==> config.mk <==
export PLATFORM = sky130hd
export DESIGN_NAME = systolic_ctrl
export DESIGN_NICKNAME = d
export VERILOG_FILES = /design/src/rtl/systolic_ctrl.sv
export SDC_FILE = /design/constraint.sdc
export NUM_CORES = 1
export LEC_CHECK = 0
export CELL_PAD_IN_SITES_DETAIL_PLACEMENT = 2
export CELL_PAD_IN_SITES_GLOBAL_PLACEMENT = 2
export CORE_ASPECT_RATIO = 0.6
export CORE_MARGIN = 2
export CORE_UTILIZATION = 38
export CTS_CLUSTER_DIAMETER = 200
export DETAILED_ROUTE_END_ITERATION = 6
export PLACE_DENSITY_LB_ADDON = 0.1
export SYNTH_ARGS = -nofsm -noshare
export SYNTH_HDL_FRONTEND = slang
export SYNTH_SLANG_ARGS = --single-unit
==> constraint.sdc <==
create_clock -name clk -period 9.95 [get_ports clk]
set_input_delay 1.4925 -clock clk [delete_from_list [all_inputs] [get_ports clk]]
set_output_delay 1.4925 -clock clk [all_outputs]
set_load 0.1 [all_outputs]
==> src/rtl/systolic_ctrl.sv <==
// Job sequencer for the weight-stationary systolic array: loads one weight tile
// row by row, streams activation vectors, drains the pipeline and tags results.
module systolic_ctrl #(
  parameter int ARRAY_ROW = 12,
  parameter int ADDR_W    = 10,
  parameter int LEN_W     = 12,
  parameter int OUT_LAT   = 28
) (
  input  logic                 clk,
  input  logic                 rst_n,
  input  logic                 start,
  input  logic [LEN_W-1:0]     cfg_num_vec,
  input  logic [ADDR_W-1:0]    cfg_w_base,
  input  logic [ADDR_W-1:0]    cfg_a_base,
  output logic                 busy,
  output logic                 done,
  output logic                 w_rd_en,
  output logic [ADDR_W-1:0]    w_rd_addr,
  output logic [ARRAY_ROW-1:0] row_load_en,
  output logic                 a_rd_en,
  output logic [ADDR_W-1:0]    a_rd_addr,
  output logic                 en_compute,
  output logic                 out_valid,
  output logic [LEN_W-1:0]     out_idx
);

  localparam int ROW_W = $clog2(ARRAY_ROW);
  localparam int LAT_W = 8;
  localparam logic [ROW_W-1:0]     ROW_LAST = ROW_W'(ARRAY_ROW - 1);
  localparam logic [ROW_W-1:0]     ROW_INC  = {{(ROW_W-1){1'b0}}, 1'b1};
  localparam logic [ARRAY_ROW-1:0] ROW_ONE  = {{(ARRAY_ROW-1){1'b0}}, 1'b1};
  localparam logic [ADDR_W-1:0]    ADDR_INC = {{(ADDR_W-1){1'b0}}, 1'b1};
  localparam logic [LEN_W:0]       CNT_INC  = {{LEN_W{1'b0}}, 1'b1};
  localparam logic [LEN_W-1:0]     IDX_INC  = {{(LEN_W-1){1'b0}}, 1'b1};
  localparam logic [LEN_W:0]       LAT_EXT  = (LEN_W+1)'(OUT_LAT);
  localparam logic [LAT_W-1:0]     LAT_LOAD = LAT_W'(OUT_LAT);
  localparam logic [LAT_W-1:0]     LAT_DEC  = {{(LAT_W-1){1'b0}}, 1'b1};

  typedef enum logic [2:0] {
    IDLE   = 3'd0,
    LOAD_W = 3'd1,
    STREAM = 3'd2,
    DRAIN  = 3'd3,
    DONE   = 3'd4
  } state_t;

  state_t               state_r, state_s;
  logic [ROW_W-1:0]     row_cnt_r, row_cnt_s;
  logic [LEN_W:0]       vec_cnt_r, vec_cnt_s;
  logic [LAT_W-1:0]     lat_cnt_r, lat_cnt_s;
  logic [LEN_W:0]       ec_cnt_r, ec_cnt_s;
  logic [LEN_W-1:0]     num_vec_r, num_vec_s;
  logic [ADDR_W-1:0]    a_base_r, a_base_s;
  logic [LEN_W:0]       ov_end_s;

  logic                 busy_r, busy_s;
  logic                 done_r, done_s;
  logic                 w_rd_en_r, w_rd_en_s;
  logic [ADDR_W-1:0]    w_rd_addr_r, w_rd_addr_s;
  logic [ARRAY_ROW-1:0] row_load_en_r, row_load_en_s;
  logic                 a_rd_en_r, a_rd_en_s;
  logic [ADDR_W-1:0]    a_rd_addr_r, a_rd_addr_s;
  logic                 en_compute_r, en_compute_s;
  logic                 out_valid_r, out_valid_s;
  logic [LEN_W-1:0]     out_idx_r, out_idx_s;

  // Next-state and next-output logic; every output is computed one cycle ahead
  always_comb begin
    state_s       = state_r;
    row_cnt_s     = row_cnt_r;
    vec_cnt_s     = vec_cnt_r;
    lat_cnt_s     = lat_cnt_r;
    num_vec_s     = num_vec_r;
    a_base_s      = a_base_r;
    w_rd_en_s     = 1'b0;
    w_rd_addr_s   = '0;
    a_rd_en_s     = 1'b0;
    a_rd_addr_s   = '0;
    en_compute_s  = 1'b0;
    ec_cnt_s      = en_compute_r ? (ec_cnt_r + CNT_INC) : ec_cnt_r;

    case (state_r)
      IDLE: begin
        if (start) begin
          state_s     = LOAD_W;
          num_vec_s   = cfg_num_vec;
          a_base_s    = cfg_a_base;
          row_cnt_s   = '0;
          ec_cnt_s    = '0;
          w_rd_en_s   = 1'b1;
          w_rd_addr_s = cfg_w_base;
        end else begin
          state_s = IDLE;
        end
      end
      LOAD_W: begin
        if (row_cnt_r == ROW_LAST) begin
          if (num_vec_r != '0) begin
            state_s     = STREAM;
            vec_cnt_s   = '0;
            a_rd_en_s   = 1'b1;
            a_rd_addr_s = a_base_r;
          end else begin
            // Empty job: a zero-length drain goes straight to DONE
            state_s   = DRAIN;
            lat_cnt_s = '0;
          end
        end else begin
          row_cnt_s   = row_cnt_r + ROW_INC;
          w_rd_en_s   = 1'b1;
          w_rd_addr_s = w_rd_addr_r + ADDR_INC;
        end
      end
      STREAM: begin
        en_compute_s = 1'b1;
        if ((vec_cnt_r + CNT_INC) < {1'b0, num_vec_r}) begin
          vec_cnt_s   = vec_cnt_r + CNT_INC;
          a_rd_en_s   = 1'b1;
          a_rd_addr_s = a_rd_addr_r + ADDR_INC;
        end else begin
          state_s   = DRAIN;
          lat_cnt_s = LAT_LOAD;
        end
      end
      DRAIN: begin
        if (lat_cnt_r != '0) begin
          en_compute_s = 1'b1;
          lat_cnt_s    = lat_cnt_r - LAT_DEC;
        end else begin
          state_s = DONE;
        end
      end
      DONE: begin
        state_s = IDLE;
      end
      default: begin
        state_s = IDLE;
      end
    endcase

    row_load_en_s = (state_r == LOAD_W) ? (ROW_ONE << row_cnt_r) : '0;

    // ec_cnt_s is the number of en_compute cycles seen so far, this one included
    ov_end_s    = {1'b0, num_vec_r} + LAT_EXT;
    out_valid_s = en_compute_r && (ec_cnt_s >= LAT_EXT) && (ec_cnt_s < ov_end_s);
    if (out_valid_s) begin
      out_idx_s = out_valid_r ? (out_idx_r + IDX_INC) : '0;
    end else begin
      out_idx_s = '0;
    end

    busy_s = (state_s == LOAD_W) || (state_s == STREAM) || (state_s == DRAIN);
    done_s = (state_s == DONE);
  end

  // State, counters and registered outputs
  always_ff @(posedge clk or negedge rst_n) begin
    if (!rst_n) begin
      state_r       <= IDLE;
      row_cnt_r     <= '0;
      vec_cnt_r     <= '0;
      lat_cnt_r     <= '0;
      ec_cnt_r      <= '0;
      num_vec_r     <= '0;
      a_base_r      <= '0;
      busy_r        <= 1'b0;
      done_r        <= 1'b0;
      w_rd_en_r     <= 1'b0;
      w_rd_addr_r   <= '0;
      row_load_en_r <= '0;
      a_rd_en_r     <= 1'b0;
      a_rd_addr_r   <= '0;
      en_compute_r  <= 1'b0;
      out_valid_r   <= 1'b0;
      out_idx_r     <= '0;
    end else begin
      state_r       <= state_s;
      row_cnt_r     <= row_cnt_s;
      vec_cnt_r     <= vec_cnt_s;
      lat_cnt_r     <= lat_cnt_s;
      ec_cnt_r      <= ec_cnt_s;
      num_vec_r     <= num_vec_s;
      a_base_r      <= a_base_s;
      busy_r        <= busy_s;
      done_r        <= done_s;
      w_rd_en_r     <= w_rd_en_s;
      w_rd_addr_r   <= w_rd_addr_s;
      row_load_en_r <= row_load_en_s;
      a_rd_en_r     <= a_rd_en_s;
      a_rd_addr_r   <= a_rd_addr_s;
      en_compute_r  <= en_compute_s;
      out_valid_r   <= out_valid_s;
      out_idx_r     <= out_idx_s;
    end
  end

  assign busy        = busy_r;
  assign done        = done_r;
  assign w_rd_en     = w_rd_en_r;
  assign w_rd_addr   = w_rd_addr_r;
  assign row_load_en = row_load_en_r;
  assign a_rd_en     = a_rd_en_r;
  assign a_rd_addr   = a_rd_addr_r;
  assign en_compute  = en_compute_r;
  assign out_valid   = out_valid_r;
  assign out_idx     = out_idx_r;

endmodule

Yosys cells after proc, flatten, opt, wreduce, memory -nomap -nowiden
Index checks and enable logic that the tools add are counted.

word-level totals
  register bits = 113
  input bits = 35

cells by class
  add/subtract/negate cells = 8
  order comparisons = 3
  equality and inequality tests = 16
  shift-type cells = 1
  multiplexer cells = 40
  reduce and logical (&&, ||, !) cells = 14

operators by type and width
  cell                                                   count
  two-way mux 13 bit                                     6
  two-way mux 10 bit                                     5
  one-hot mux 10 bit (2 select lines)                    2
  two-way mux 12 bit                                     3
  two-way mux 8 bit                                      4
  adder 13 x 1 -> 13 bit (second input constant)         2
  one-hot mux 13 bit (2 select lines)                    1
  one-hot mux 8 bit (3 select lines)                     1
  adder 10 x 1 -> 10 bit (second input constant)         2
  != test 2 bit (second input constant)                  8
  adder 12 x 5 -> 13 bit (second input constant)         1
  >= comparator 13 x 5 -> 1 bit (second input constant)  1
  < comparator 13 x 12 -> 1 bit                          1
  < comparator 13 bit                                    1
  adder 12 x 1 -> 12 bit (second input constant)         1
  == test 3 x 2 -> 1 bit (second input constant)         4
  one-hot mux 3 bit (4 select lines)                     1
  nonzero test 12 bit                                    1
  left shift 1 x 4 -> 12 bit (first input constant)      1
  two-way mux 3 bit                                      3
  two-way mux 1 bit                                      8
  two-way mux 4 bit                                      2
  one-hot mux 4 bit (2 select lines)                     1
  nonzero test 8 bit                                     1
  other kinds (15)                                       21

Depth between registers and ports, before layout
Gate-level depths: netlist (run 1).

  word-level depth = 8
  depth in mapped cells = 13
  gate-level depth less buffers = 12

Worst setup path before layout (run 1)
OpenSTA, ideal clock, no wires.

  path kind = input-to-reg
  start = input start
  end = register out_idx_r[0], in the netlist out_idx[0]
  library setup time = 117 ps
  arrival = 4018 ps
  slack = 5814 ps
  stages = 10
  cells stage by stage = nor4b_4 -> clkbuf_1 -> buf_1 -> nor2_1 -> ha_1 -> a21oi_1 -> o22ai_1 -> o31ai_1 -> nand2_2 -> a2111oi_2

between the ends
  word-level cells in the longest chain between the ends = 6

ends and longest elaborated chain
  item                           RTL line  text
  from (decl)                    11        input logic start,
  two-way mux 13 bit *           84        if (start) begin
  two-way mux 13 bit *           82        case (state_r)
  via ec_cnt_s[7]                51        logic [LEN_W:0] ec_cnt_r, ec_cnt_s;
  >= comparator 13 x 5 -> 1 bit  145       out_valid_s = en_compute_r && (ec_cnt_s >= LAT_EXT) && (ec_cnt_s < ov_end_s);
  logical AND 1 bit              145
  logical AND 1 bit *            145
  two-way mux 12 bit *           146       if (out_valid_s) begin
  via out_idx_s[0]               65        logic [LEN_W-1:0] out_idx_r, out_idx_s;
  to (signal assigned)           193       out_idx_r <= out_idx_s;
  to (decl)                      65

The timed path passes the listed nets; every way through them passes the cells marked *.
A chain may end at the register's enable or synchronous reset.

Worst setup path in the final report (run 1)
  start = input start
  end = register out_idx_r[2], in the netlist out_idx[2]

The elaborated chain is that of the path after synthesis.

==> impl_metrics.json, run 1 <==
{
  "fin_crit_ns": 4.832,
  "cp.required_ns": 10.27,
  "clk_path_buf_depth": 2,
  "start_kind": "primary input",
  "cts_root_buf": "clkbuf_16",
  "grt_max_degree": 68,
  "drtPass1Iterations": 4,
  "async_flop_share_pct": 100.0,
  "hold_viol": 0,
  "gpl.final_weighted_congestion": 0.7888,
  "slew_headroom_pct": 10.21,
  "netSwitchingPower_mw": 1.013,
  "postRouteWirelength_um": 21090,
  "cts_tree": "yes",
  "vias": 5381,
  "arrival_ns": 5.15,
  "htreeDepth": 4,
  "ys_seq_area_share_pct": 44.62,
  "sw_frac_of_total_pct": 44.71,
  "leakagePower_nw": 3.472,
  "worst_slew_pin_slew_ns": 1.344,
  "regArea_um2": 2828,
  "synthCells": 644,
  "pre_cts_ws_ns": 4.639,
  "area_growth_pct": 26.04,
  "drt_first_iter_violations": 313,
  "ys_ff_latch": 113,
  "nNetsFinal": 799,
  "dp_hpwl_um": 14420,
  "antennaDiodeCount": 0,
  "coreArea_um2": 16260,
  "p_comb_share_pct": 40.5,
  "critPathMaxFanout": 39,
  "clk_latency_ns": 0.43,
  "min_path_type": "reg2reg",
  "power.internal_mw": 1.253,
  "grt_pass1_wl_um": 34300,
  "final_max_slew_viol_count": 0,
  "synthTopCellsByArea": "dfrtp_1 (45%), ha_1 (7.3%), xnor2_1 (4.4%)",
  "dp_cells": 936,
  "drc": 0,
  "die_x_um": 170.7,
  "outcome": "completed",
  "drive_above_1_share_pct": 9.054,
  "yosysWarningCount": 0,
  "pwr-share-clk_pct": 28.4,
  "yosys-top-cells-count": "dfrtp_1 (113), nand2_1 (67), nor2_1 (44)",
  "pin_count": 85,
  "synth_flop_cell": "dfrtp_1",
  "power_density_nw_per_um2": 283.7,
  "total_power_mw": 2.266,
  "final_cells": 968,
  "cts_sinks": 113,
  "synth_top_area_share_pct": 44.62,
  "synthesis.area_um2": 6337,
  "worst_slack_ns": 5.118,
  "ys_types": 68,
  "synth_area_leader_cell": "dfrtp_1",
  "rsz0062_at_grt": "false",
  "portBuffers": 84,
  "dieArea_um2": 17760,
  "clk_pin_slew_ns": 0.06,
  "tns_ns": 0,
  "synth_enable_flop_cells": 0,
  "die_h_um": 104.0,
  "syn-mean-instance-area_um2": 9.841,
  "max-cap-violations": 0,
  "cts_setup_buffers": 0,
  "worst_setup_path_end_kind": "flip-flop",
  "path_class": "in2reg",
  "min_period_over_period_pct": 48.57,
  "clock_skew_ns": 0.01282,
  "nFillCells": 1669,
  "gr-usage-all-layers_pct": 25.06,
  "yosysMostFrequentCell": "dfrtp_1",
  "postRouteAntennaNets": 0,
  "ir_drop_mv": 0.1369,
  "wire_per_inst_um": 21.78,
  "grt_pass1_vias": 5987,
  "viasPerCell": 5.559,
  "holdBufCountCts": 0,
  "rows": 36,
  "gr-total-overflow": 0,
  "cts_resized": 0,
  "multi_input_area_um2": 3279,
  "initial_core_util_pct": 38.97,
  "fmaxAchievable_mhz": 206.9,
  "antenna_found_initial": 0,
  "pwr-share-seq_pct": 31.0,
  "report.final.setup_viol": 0,
  "synth_fp_nets": 716,
  "numCtsBuffers": 17
}
-- layout make-up --
class	instances	area share (%)
repair buffers	87	10.78
clock buffers	18	5.373
flip-flops and latches	113	35.40
inverters	33	1.551
multi-input cells	475	41.06
well taps	228	3.571
clock inverters	14	2.271
-- through the flow --
step,area (um2),utilization [%],hold WS [ns]
final,7988,49.12,0.4919
after global routing,7988,49.12,0.5188
after CTS,7988,49.12,0.4976
after detailed placement,7377,45.37,0.4780
after global placement,7377,45.37,0.4632
after floorplan,6337,-,0.4460
-- per-layer routing --
metal | GRT usage, % | wire length, um | up-vias
li1 | - | - | 2467
met5 | 0 | 0 | -
met2 | 40.72 | 10170 | 85
met1 | 34.81 | 10110 | 2806
met3 | 4.262 | 537 | 23
met4 | 6.105 | 265 | 0
-- path summary, 6_finish.rpt --
check,start,endpoint,slack [ns],cells past startpoint
max,start,out_idx[2],5.12,10
max reg2reg,vec_cnt_r[2],vec_cnt_r[3],5.92,10
min reg2reg,a_base_r[5],a_rd_addr[5],0.49,2
min,a_base_r[5],a_rd_addr[5],0.49,2
max in group asynchronous,rst_n,vec_cnt_r[10],7.54,2
min in group asynchronous,rst_n,out_idx[8],1.07,1
-- state kept, by name, indices dropped and copies added (netlist names), 3 cells and up --
name         flops
row_load_en     12
a_rd_addr       10
row_cnt_r        4
ec_cnt_r        13
lat_cnt_r        8
out_idx         12
state_r          3
num_vec_r       12
vec_cnt_r       13
w_rd_addr       10
a_base_r        10
-- cell usage in the layout (no fill, tap or decap), drive strengths merged, types with 6 or more instances in the layout --
cell type      count
xor2              25
a21oi             20
nand4             18
mux2              11
clkdlybuf4s50     83
clkbuf            18
mux2i              8
dfrtp            113
nor4              10
inv               36
a22oi             10
xnor2             32
nor3              23
o21ai             41
a211oi             6
and3              13
nor2b              6
nor2              44
nand2             68
ha                37
nand3             32
-- power groups by stage --
| stage | logic [mW] | clock network, mW | registers [mW] |
|---|---|---|---|
| 6_report | 0.919 | 0.645 | 0.703 |
| 5_1_grt | 0.997 | 0.674 | 0.721 |
| 4_1_cts | 0.925 | 0.653 | 0.702 |
| 3_3_place_gp | 0.852 | 0 | 0.690 |
| 3_5_place_dp | 0.901 | 0 | 0.701 |
| 2_1_floorplan | 0.437 | 0 | 0.889 |
-- critical path, stage by stage --
cell and delay, ns:
clkdlybuf4s50_1 0.49, nor4b_4 0.77, buf_4 0.50, nor2b_1 0.12
ha_1 0.33, a21o_1 0.20, a2111o_1 0.45, a31oi_4 0.34
nand2_2 0.18, a211oi_1 0.25
-- kinds of logic after synthesis --
logic type               after synthesis  share of synthesized area (%)
AND/OR/NAND/NOR                      244                          20.02
AO/OA/AOI/OAI                        118                          13.33
flip-flops                           113                          44.62
XOR/XNOR                              57                          7.878
buffers and inverters                 56                          3.633
adder cells (fa/ha/maj)               37                          7.305
multiplexers                          19                          3.218
Note: power is estimated with default switching activity, not from simulation.
==> run 2, diff against run 1 <==
CORE_UTILIZATION = 32   (was 38)
clock period = 4.3 ns   (was 9.95 ns; I/O delays follow)
==> impl_metrics.json, run 2 (synthesized netlist as in run 1, its figures left out) <==
{
  "cts_resized": 0,
  "power_density_nw_per_um2": 645.1,
  "layout_common_cells": "dfrtp_1 (113), clkdlybuf4s50_1 (83), nand2_1 (67)",
  "fin_util_pct": 41.93,
  "wl_met1_um": 10320,
  "worst_setup_path_end_kind": "flip-flop",
  "wire_per_inst_um": 19.80,
  "viasPerCell": 5.195,
  "clk_path_buf_depth": 2,
  "nNetsFinal": 803,
  "outcome": "completed",
  "coreArea_um2": 19230,
  "gr-total-overflow": 0,
  "cts_root_buf": "clkbuf_16",
  "grt_pass1_vias": 5899,
  "arrival_ns": 3.93,
  "path_class": "reg2reg",
  "critical_path.startpoint": "vec_cnt_r[2]",
  "total_power_mw": 5.200,
  "hold_ws_ns": 0.2605,
  "clk_latency_ns": 0.43,
  "vias": 5247,
  "start_kind": "flip-flop",
  "rsz0062_at_grt": "false",
  "min_period_over_period_pct": 83.72,
  "grt_max_degree": 53,
  "postRouteWirelength_um": 20000,
  "cts_sinks": 113,
  "report.final.setup_viol": 0,
  "dp_cells": 978,
  "numCtsBuffers": 17,
  "drive_above_1_share_pct": 9.409,
  "ir_drop_mv": 0.4343,
  "tns_ns": 0,
  "hold_viol": 0,
  "die_x_um": 185.7,
  "reg_top3": "ec_cnt_r (13), vec_cnt_r (13)",
  "gpl.final_weighted_congestion": 0.7905,
  "die_h_um": 113.0,
  "holdBufCountCts": 0,
  "dr_wl_met2_um": 8970,
  "final_cells": 1010,
  "fin_crit_ns": 3.600,
  "leakagePower_nw": 3.487,
  "mostFrequentLayoutCell": "dfrtp_1",
  "area_growth_pct": 27.21,
  "antennaDiodeCount": 0,
  "timing.rr.end": "a_rd_addr[8]",
  "dieArea_um2": 20980,
  "antenna_found_initial": 0,
  "top_layer_used": "met4",
  "drt_first_iter_violations": 241,
  "final_max_slew_viol_count": 0,
  "portBuffers": 84,
  "worst_slew_pin_slew_ns": 1.048,
  "critPathMaxFanout": 11,
  "rows": 39,
  "fmaxAchievable_mhz": 277.8,
  "gr-usage-all-layers_pct": 20.64,
  "r2r_start": "vec_cnt_r[2]",
  "clk_pin_slew_ns": 0.06,
  "dp_hpwl_um": 14390,
  "initial_core_util_pct": 32.96,
  "endpoint": "a_rd_addr[8]",
  "max-cap-violations": 0,
  "slew_headroom_pct": 29.99,
  "wl_met3_um": 550,
  "min_path_type": "in2async",
  "cp.required_ns": 4.63,
  "htreeDepth": 4,
  "cts_tree": "yes",
  "postRouteAntennaNets": 0,
  "pin_count": 85,
  "clock_skew_ns": 0.009284,
  "r2r_setup_slack_ns": 0.70,
  "cts_setup_buffers": 0,
  "drc": 0,
  "grt_pass1_wl_um": 33440,
  "r2r_cells": 11,
  "drtPass1Iterations": 4
}
[run 2: cell types whose count changed in the layout (fill, tap and decap cells not counted), sizes merged]
cell,delta
clkbuf,+1
clkinvlp,+1
inv,-1
buf,+4
clkinv,-1
[run 2: how the worst min path moves through the flow]
stage	from	end	slack (ns)	depth (start not counted)
2_1_floorplan	rst_n	a_base_r[0]	0.35	0
3_3_place_gp	a_base_r[0]	a_rd_addr[0]	0.46	2
3_5_place_dp	a_base_r[2]	a_rd_addr[2]	0.47	2
4_1_cts	rst_n	out_idx[6]	0.28	1
5_1_grt	rst_n	out_idx[6]	0.32	1
6_report	rst_n	out_idx[6]	0.26	1
[run 2: routing by layer]
metal	track usage, %	vias to the layer above
li1	-	2477
met5	0	-
met3	3.862	14
met1	30.42	2704
met2	30.90	52
met4	5.617	0
[run 2: worst max-delay path: stages (launching register included)]
cell	delay [ns]
dfrtp_1	0.47
nand4_1	0.18
nor4_1	0.21
buf_4	0.19
and3_1	0.23
xor2_1	0.25
ha_1	0.29
and3_1	0.23
nor4b_2	0.19
a32oi_4	0.43
nand3_1	0.47
o21ai_0	0.34
[run 2: where the power goes]
part / total (mW) / internal (mW) / switching (mW)
Combinational: 2.12 / 0.687 / 1.44
Clock: 1.46 / 0.910 / 0.551
Sequential: 1.61 / 1.31 / 0.300
[run 2: final cells by class]
cell class / count / area [um2]
tap: 266 / 332.8
inverter: 33 / 123.9
sequential: 113 / 2828
fill: 2087 / 11160
multi-input combinational: 475 / 3279
clock inverter: 13 / 161.4
clock buffer: 19 / 432.9
timing repair buffer: 91 / 903.4
[run 2: through the flow]
stage / area [um2] / setup slack (ns)
after CTS: 8061 / 0.6634
after global routing: 8061 / 0.3383
final: 8061 / 0.6999
after floorplan: 6337 / 0.6206
after global placement: 7467 / 0.8011
after detailed placement: 7467 / 0.7101
==> run 3, diff against run 2 <==
CORE_UTILIZATION = 35   (was 32)
clock period = 3.55 ns   (was 4.3 ns; I/O delays follow)
==> impl_metrics.json, run 3 (synthesized netlist as in run 1, its figures left out) <==
{
  "outcome": "completed",
  "gr-usage-all-layers_pct": 23.82,
  "drt_first_iter_violations": 344,
  "min_period_over_period_pct": 94.27,
  "drive_above_1_share_pct": 11.04,
  "top_layer_used": "met4",
  "power_density_nw_per_um2": 779.2,
  "pin_count": 85,
  "htreeDepth": 4,
  "fin_crit_ns": 3.347,
  "final_cells": 992,
  "nFillCells": 1931,
  "netSwitchingPower_mw": 2.769,
  "wire_per_inst_um": 21.58,
  "worstPathCellList": "nand4_1 > nor4_1 > buf_4 > and3_1 > xor2_1 > ha_1 > and3_1 > nor4b_4 > a32oi_4 > a21oi_4 > o311a_1",
  "regArea_um2": 2829,
  "nNetsFinal": 813,
  "gpl.final_weighted_congestion": 0.8284,
  "slew_headroom_pct": 32.58,
  "leakagePower_nw": 3.555,
  "clk_pin_slew_ns": 0.06,
  "min_path_type": "in2async",
  "power.internal_mw": 3.578,
  "antennaDiodeCount": 0,
  "dp_hpwl_um": 14830,
  "critPathMaxFanout": 9,
  "viasPerCell": 5.397,
  "dr_wl_met2_um": 9732,
  "area_growth_pct": 28.53,
  "worst_slew_pin_slew_ns": 1.008,
  "vias": 5354,
  "hold_viol": 0,
  "mostFrequentLayoutCell": "dfrtp_1",
  "path_class": "reg2reg",
  "pwr-share-seq_pct": 30.8,
  "die_x_um": 177.7,
  "p_comb_share_pct": 41.3,
  "total_power_mw": 6.347,
  "pwr-share-clk_pct": 27.9,
  "wl_met1_um": 10740,
  "ir_drop_mv": 0.6508,
  "worst_setup_path_end_kind": "flip-flop",
  "die_h_um": 108.2,
  "numCtsBuffers": 17,
  "grt_pass1_wl_um": 34560,
  "antenna_found_initial": 0,
  "start_kind": "flip-flop",
  "cts_sinks": 113,
  "layout_common_cells": "dfrtp_1 (112), clkdlybuf4s50_1 (83), nand2_1 (67)",
  "reg_top3": "ec_cnt_r (13), vec_cnt_r (13)",
  "drc": 0,
  "clk_latency_ns": 0.42,
  "clock_skew_ns": 0.007312,
  "critPathSlowestCell": "a32oi_4",
  "grt_max_degree": 49,
  "r2r_cells": 11,
  "dp_cells": 960,
  "dieArea_um2": 19230,
  "report.final.setup_viol": 0,
  "gr-total-overflow": 0,
  "arrival_ns": 3.65,
  "sw_frac_of_total_pct": 43.63,
  "initial_core_util_pct": 35.45,
  "clk_path_buf_depth": 2,
  "drtPass1Iterations": 4,
  "cp.required_ns": 3.85,
  "cts_root_buf": "clkbuf_16",
  "multi_input_area_um2": 3297,
  "max_stage_delay_ns": 0.47,
  "coreArea_um2": 17880,
  "postRouteWirelength_um": 21400,
  "grt_pass1_vias": 6036,
  "wl_met3_um": 659,
  "max-cap-violations": 0,
  "final_max_slew_viol_count": 0,
  "portBuffers": 84,
  "cts_tree": "yes",
  "rows": 38,
  "fmaxAchievable_mhz": 298.8,
  "postRouteAntennaNets": 0,
  "holdBufCountCts": 0,
  "cpMostUsedCell": "and3_1"
}
[run 3: cell types whose count changed in the layout (fill, tap and decap cells not counted), sizes merged]
cell,delta
inv,-2
clkinvlp,-2
buf,+10
clkinv,+2
[run 3: cell type report]
class / instances / area share [%]
Tap cell: 240 / 3.687
Inverter: 33 / 1.521
Sequential cell: 113 / 34.73
Multi-Input combinational cell: 475 / 40.48
Clock inverter: 11 / 1.705
Timing Repair Buffer: 101 / 12.32
Clock buffer: 19 / 5.561
[run 3: through the flow]
| stage | setup slack, ns | hold slack (ns) | TNS (ns) | area [um2] | util [%] |
|---|---|---|---|---|---|
| after global placement | 0.1918 | 0.4617 | 0 | 7521 | 42.07 |
| final | 0.2035 | 0.1472 | 0 | 8145 | 45.56 |
| after global routing | -0.02124 | 0.1829 | -0.1044 | 8145 | 45.56 |
| after detailed placement | -0.1485 | 0.4834 | -0.6312 | 7521 | 42.07 |
| after CTS | 0.07370 | 0.1668 | 0 | 8113 | 45.38 |
| after floorplan | 0.1588 | 0.2369 | 0 | 6339 | - |
[run 3: routing by layer]
metal,up-vias,global-route usage (%)
met2,94,36.68
met3,24,5.204
met4,0,6.733
met5,-,0
met1,2749,33.73
li1,2487,-
[run 3: critical path: cells and delay by family (launching register included)]
family                   cells  cell delay [ns]
adder cells (fa/ha/maj)      1             0.26
flip-flops                   1             0.46
buffers and inverters        1             0.21
AND/OR/NAND/NOR              5             1.10
XOR/XNOR                     1             0.17
AO/OA/AOI/OAI                3             1.02
[run 3: worst paths after layout]
kind | to | slack, ns | startpoint
worst max-delay path | lat_cnt_r[4] | 0.20 | vec_cnt_r[0]
worst min-delay path | out_valid | 0.15 | rst_n
worst max register to register | lat_cnt_r[4] | 0.20 | vec_cnt_r[0]
worst min register to register | a_rd_addr[8] | 0.49 | a_base_r[8]
max in group asynchronous | vec_cnt_r[8] | 2.54 | rst_n
min in group clk | a_rd_addr[8] | 0.49 | a_base_r[8]
[run 3: power groups by stage]
stage          logic [mW]  registers (mW)  clock network, mW
6_report             2.62            1.96               1.77
2_1_floorplan        1.22            2.49                  0
5_1_grt              2.85            2.01               1.86
3_5_place_dp         2.59            1.96                  0
4_1_cts              2.63            1.96               1.81
3_3_place_gp         2.47            1.93                  0
[run 3: what timing repair did]
action | in CTS | in global routing
setup buffers | 0 | 2
endpoints found under the setup margin | 0 | 36
gates resized for setup | 0 | 3
